**src/rtl/p_ssync_nch_edge.sv**
```systemverilog
// Multi-channel level synchronizer with registered level, rise/fall pulses and change flag.
// Optional per-channel persistence filter enabled by defining P_SSYNC_NCH_FILT_EN.
// Channels are independent; no coherency across bits (not for buses or counters).
module p_ssync_nch_edge #(
    parameter int unsigned     WIDTH    = 4,
    parameter int unsigned     STAGES   = 2,
    parameter int unsigned     FILT_CYC = 3,
    parameter logic [WIDTH-1:0] RST_VAL = '0
) (
    input  logic             clk,
    input  logic             clr_,
    input  logic [WIDTH-1:0] d,
    output logic [WIDTH-1:0] q,
    output logic [WIDTH-1:0] q_rise,
    output logic [WIDTH-1:0] q_fall,
    output logic             chg
);

    // Reject unsupported synchronizer depths at elaboration
    if (STAGES < 2 || STAGES > 4) begin : g_bad_stages
        $error("p_ssync_nch_edge: STAGES must be 2..4");
    end

    logic [WIDTH-1:0] r_sync [STAGES];
    logic [WIDTH-1:0] r_q;
    logic [WIDTH-1:0] r_rise;
    logic [WIDTH-1:0] r_fall;
    logic             r_chg;
    logic [WIDTH-1:0] w_s;
    logic [WIDTH-1:0] w_q_nxt;
    logic [WIDTH-1:0] w_rise;
    logic [WIDTH-1:0] w_fall;

    // Synchronizer chain; only stage 0 may go metastable and only stage 1 samples it
    always_ff @(posedge clk or negedge clr_) begin
        if (!clr_) begin
            for (int unsigned k = 0; k < STAGES; k++) begin
                r_sync[k] <= RST_VAL;
            end
        end else begin
            r_sync[0] <= d;
            for (int unsigned k = 1; k < STAGES; k++) begin
                r_sync[k] <= r_sync[k-1];
            end
        end
    end

    assign w_s = r_sync[STAGES-1];

`ifdef P_SSYNC_NCH_FILT_EN
    localparam int unsigned CNT_W = $clog2(FILT_CYC + 1);
    localparam logic [CNT_W-1:0] CNT_LAST = CNT_W'(FILT_CYC - 1);

    // Reject unsupported filter lengths at elaboration
    if (FILT_CYC < 1 || FILT_CYC > 15) begin : g_bad_filt
        $error("p_ssync_nch_edge: FILT_CYC must be 1..15");
    end

    logic [CNT_W-1:0] r_cnt     [WIDTH];
    logic [CNT_W-1:0] w_cnt_nxt [WIDTH];

    // Accept a new level only after it has persisted FILT_CYC consecutive cycles
    always_comb begin
        w_q_nxt = r_q;
        for (int unsigned i = 0; i < WIDTH; i++) begin
            w_cnt_nxt[i] = '0;
            if (w_s[i] != r_q[i]) begin
                if (r_cnt[i] == CNT_LAST) begin
                    w_q_nxt[i] = w_s[i];
                end else begin
                    w_cnt_nxt[i] = r_cnt[i] + CNT_W'(1);
                end
            end
        end
    end

    // Persistence counters
    always_ff @(posedge clk or negedge clr_) begin
        if (!clr_) begin
            for (int unsigned i = 0; i < WIDTH; i++) begin
                r_cnt[i] <= '0;
            end
        end else begin
            for (int unsigned i = 0; i < WIDTH; i++) begin
                r_cnt[i] <= w_cnt_nxt[i];
            end
        end
    end
`else
    // Unfiltered: the synchronized level is taken directly; filter length has no effect
    if (FILT_CYC == 0) begin : g_filt_unused
    end

    assign w_q_nxt = w_s;
`endif

    assign w_rise = w_q_nxt & ~r_q;
    assign w_fall = ~w_q_nxt & r_q;

    // Output level, edge pulses aligned with the new level, and aggregate change flag
    always_ff @(posedge clk or negedge clr_) begin
        if (!clr_) begin
            r_q    <= RST_VAL;
            r_rise <= '0;
            r_fall <= '0;
            r_chg  <= 1'b0;
        end else begin
            r_q    <= w_q_nxt;
            r_rise <= w_rise;
            r_fall <= w_fall;
            r_chg  <= |(w_rise | w_fall);
        end
    end

    assign q      = r_q;
    assign q_rise = r_rise;
    assign q_fall = r_fall;
    assign chg    = r_chg;

endmodule

```
**config.mk**
```make
export PLATFORM = sky130hd
export DESIGN_NAME = p_ssync_nch_edge
export DESIGN_NICKNAME = d
export VERILOG_FILES = /design/src/rtl/p_ssync_nch_edge.sv
export SDC_FILE = /design/constraint.sdc
export NUM_CORES = 1
export LEC_CHECK = 0
export CELL_PAD_IN_SITES_DETAIL_PLACEMENT = 2
export CELL_PAD_IN_SITES_GLOBAL_PLACEMENT = 2
export CORE_MARGIN = 5
export CORE_UTILIZATION = 27
export CTS_CLUSTER_SIZE = 28
export DETAILED_ROUTE_END_ITERATION = 6
export GPL_TIMING_DRIVEN = 0
export PLACE_DENSITY = 0.8
export SYNTH_ARGS = -nofsm -noshare
export SYNTH_HDL_FRONTEND = slang
export SYNTH_SLANG_ARGS = --single-unit
```
**constraint.sdc**
```tcl
create_clock -name clk -period 1 [get_ports clk]
set_clock_uncertainty 0.2 [all_clocks]
set_input_delay 0.2 -clock clk [delete_from_list [all_inputs] [get_ports clk]]
set_output_delay 0.2 -clock clk [all_outputs]
set_load 0.02 [all_outputs]
```
======== Word-level counts from Yosys, hierarchy flattened ========
Index checks and enable logic that the tools add are counted.
storage, ports and cells
  bits in registers ....................... 21
  input bits .............................. 6
  output and inout bits ................... 13
  word-level logic and storage cells ...... 12
cells by class
  bitwise gates (word level) .............. 5
  reductions and logical operators ........ 1
operator list
  operator            count
  4-bit AND           2
  4-bit inverter      2
  4-bit bitwise OR    1
  4-bit OR reduction  1

======== Logic depth before layout (Yosys ltp) ========
  depth in word-level cells ............... 4
  depth in mapped cells ................... 3
  mapped depth without buffers ............ 3

======== Worst setup path after synthesis ========
OpenSTA, ideal clock, no wires.
  kind .................................... register -> register
  from .................................... register r_q[2], in the netlist q[2]
  to ...................................... register r_chg, in the netlist chg
  setup time .............................. 130 ps
  arrival time ............................ 858 ps
  data required time ...................... 670 ps
  setup slack ............................. -187 ps
  cell stages (with the launch flop) ...... 4
  path buffers ............................ 0
  period minus slack after synthesis ...... 1187 ps
  cells stage by stage .................... dfrtp_1 -> inv_1 -> ha_1 -> nand4_1
on the way
  longest elaborated chain between the ends .. 4
  elaborated cells on any way between the ends .. 5
  classes of those cells .................. bitwise (4); reduce/logical (1)
RTL lines
  element                   line  source
  start: declaration        25    logic [WIDTH-1:0] r_q;
  start signal: assignment  108   r_q <= w_q_nxt;
  4-bit inverter            97    assign w_rise = w_q_nxt & ~r_q;
  4-bit AND                 97
  4-bit bitwise OR (*)      111   r_chg <= |(w_rise | w_fall);
  4-bit OR reduction (*)    111
  end signal: assignment    111
  end: declaration          28    logic r_chg;
Mark *: on every way between the ends. The rest lies on a longest branch, timed or not.

======== Worst setup path after layout ========
  from .................................... register r_q[1], in the netlist q[1]
  to ...................................... output q[1]
RTL lines
  element           line  source
  end: declaration  13    output logic [WIDTH-1:0] q,
No word-level cell between the ends.

==> reports/qor.txt <==
Syn Nets: 52
Worst setup margin: -268 ps
Worst hold slack: -360 ps
Initial antenna violation count: 0
Routed vias/inst: 3.98
Max IR drop VDD: 0.900 mV
CP endpoint kind: output port
Drt first pass iters: 2
FILL cells: 249
Routed WL: 1110 um
Mean post-synth cell area: 17.4 sq um
Final Total Pwr: 1.50 mW
IO buf count: 18
Nets@finish: 79
RSZ-0062 raised after global routing: true
Post-synth top cells: 21 x dfrtp_1, 8 x ha_1, 8 x inv_1, 1 x nand4_1
Crit path cell chain: buf_6
# rows: 18
Top post-synthesis cells by area: dfrtp_1 79%, ha_1 15%, inv_1 4.5%, nand4_1 0.95%
PwrDens: 1500 nW/um^2
CTS H-Tree Depth: 1
Fmax: 0.789 GHz
I/O pin cnt: 19
Hold crit path type: in2async
Number of synthesized register bits: 21
Overall Global Routing Usage: 0.0747
Main flop type after synthesis: dfrtp_1
Register area share after synthesis: 0.794
Post-synth EDFFs: 0
DP HPWL: 805 um
Final setup vio count: 20
Largest net degree at the start of global routing: 22
Crit Path Max Fanout: 2
Die area: 3540 sq um
Dominant cell type by area after synthesis: dfrtp_1
Sink Count: 21
Mapped Cells: 38
Asr flop ratio synth: 1.00
Wire per inst: 11.8 um
Tcrit/Tclk final: 1.27
CORE AREA: 2410 sq um
Final Max Slew Viols: 0
P&R area growth vs syn: 50.7%
Vias in the first global route: 426
Share of cells above drive strength 1: 0.516
Worst path slowest cell: dfrtp_2
Synth top area share: 0.794
Die height: 59.5 um
DR vias: 374
Initial Utilization: 0.275
Die X: 59.5 um
Clk pin slew, worst setup/hold paths: 110 ps
CTS tree: done
Worst Path Class, Setup: reg2out
Tightest Pin Transition: 502 ps
DRC Markers: 0
Yosys cell types: 4
Final Hold Vio Count: 21
Num CTS Buffers: 3
Violated checks: hold timing, setup timing
Clk_lat worst skew: 300 ps
Family with the most delay on the worst path: flip-flops
RePlAce Congestion: 0.598
Worst EP required: 600 ps
Max-cap viol count: 0
Antenna cells: 0
Max stage delay on crit path: 430 ps
Tmin final: 1270 ps
Crit path arrival time: 870 ps
Antenna-violating nets left: 0
Synthesized area: 662 sq um
Leak: 0.486 nW
Initial DRC count: 2
Worst Path Buf+Inv: 1
Yosys warns: 0
Maximum root-to-sink buffer count: 2
CP startpoint kind: flip-flop
Status: finished, violations left
Worst rel slew slack: 0.665
GR Overflow Total: 0
Count leader, synth: dfrtp_1
CTS root buffer: clkbuf_4
First-pass GRT wire length: 1830 um
==> final cells by class <==
| class | instances | area [sq um] | share of cell area |
|---|---|---|---|
| Multi-Input combinational cell | 9 | 146 | 0.147 |
| Clock buffer | 3 | 22.5 | 0.0226 |
| Timing Repair Buffer | 22 | 225 | 0.226 |
| Inverter | 8 | 30.0 | 0.0301 |
| Clock inverter | 1 | 5.00 | 0.00502 |
| Sequential cell | 21 | 531 | 0.532 |
| Tap cell | 30 | 37.5 | 0.0376 |
==> sequential cells by signal (all words and copies together) (netlist names) <==
| register | cells |
|---|---|
| chg | 1 |
| q | 4 |
| r_sync | 4 |
| w_q_nxt | 4 |
| q_rise | 4 |
| q_fall | 4 |
==> timing repair <==
| action | CTS | global route |
|---|---|---|
| setup buffers | 4 | 0 |
| setup endpoints to repair | 35 | 43 |
| gates resized for setup | 84 | 5 |
| hold endpoints to repair | 21 | 21 |
==> final timing paths <==
check,start,to,slack [ps],depth (start not counted)
worst max-delay path,q[1],q[1],-270,1
min in group clk,d[2],r_sync[6],120,1
worst min register to register,r_sync[6],w_q_nxt[2],160,0
worst min-delay path,clr_,q[2],-360,1
worst max register to register,q[2],chg,-190,4
max in group asynchronous,clr_,q[3],590,1
==> per-stage QoR <==
stage	worst slack, ps	cells	utilization	TNS, ps	cell area [sq um]
finish	-268	94	0.414	-3350	997
global route	-311	94	0.414	-4260	997
CTS	-294	94	0.402	-3820	970
detailed placement	-641	86	0.367	-16590	885
global placement	-591	86	0.367	-15530	885
floorplan	-115	38	-	-115	667
==> layer usage <==
metal  up-vias  GRT usage  wire length [um]
met4         0     0.0665                22
met1       191     0.0822               435
met2        18      0.112               542
met5         -          0                 0
met3         2     0.0261               110
li1        163          -                 -
==> cells in the final DEF (no fill, tap or decap), drive strengths merged <==
| cell type | n |
|---|---|
| nand4 | 1 |
| clkinv | 1 |
| clkdlybuf4s50 | 4 |
| ha | 8 |
| inv | 8 |
| buf | 17 |
| clkbuf | 4 |
| dfrtp | 21 |
==> report_power, final <==
group	leakage, nW	switching, mW	internal (mW)
logic	0.220	0.0886	0.0929
registers	0.248	0.0242	0.893
clock network	0.0177	0.251	0.149
==> logic make-up (layout without fill, tap and decap cells) <==
group	after synthesis	count (layout)	synth area share
adder cells (fa/ha/maj)	8	8	0.151
buffers and inverters	8	34	0.0454
flip-flops	21	21	0.794
AND/OR/NAND/NOR	1	1	0.00946
No activity file was read; power rests on OpenSTA's default activity.
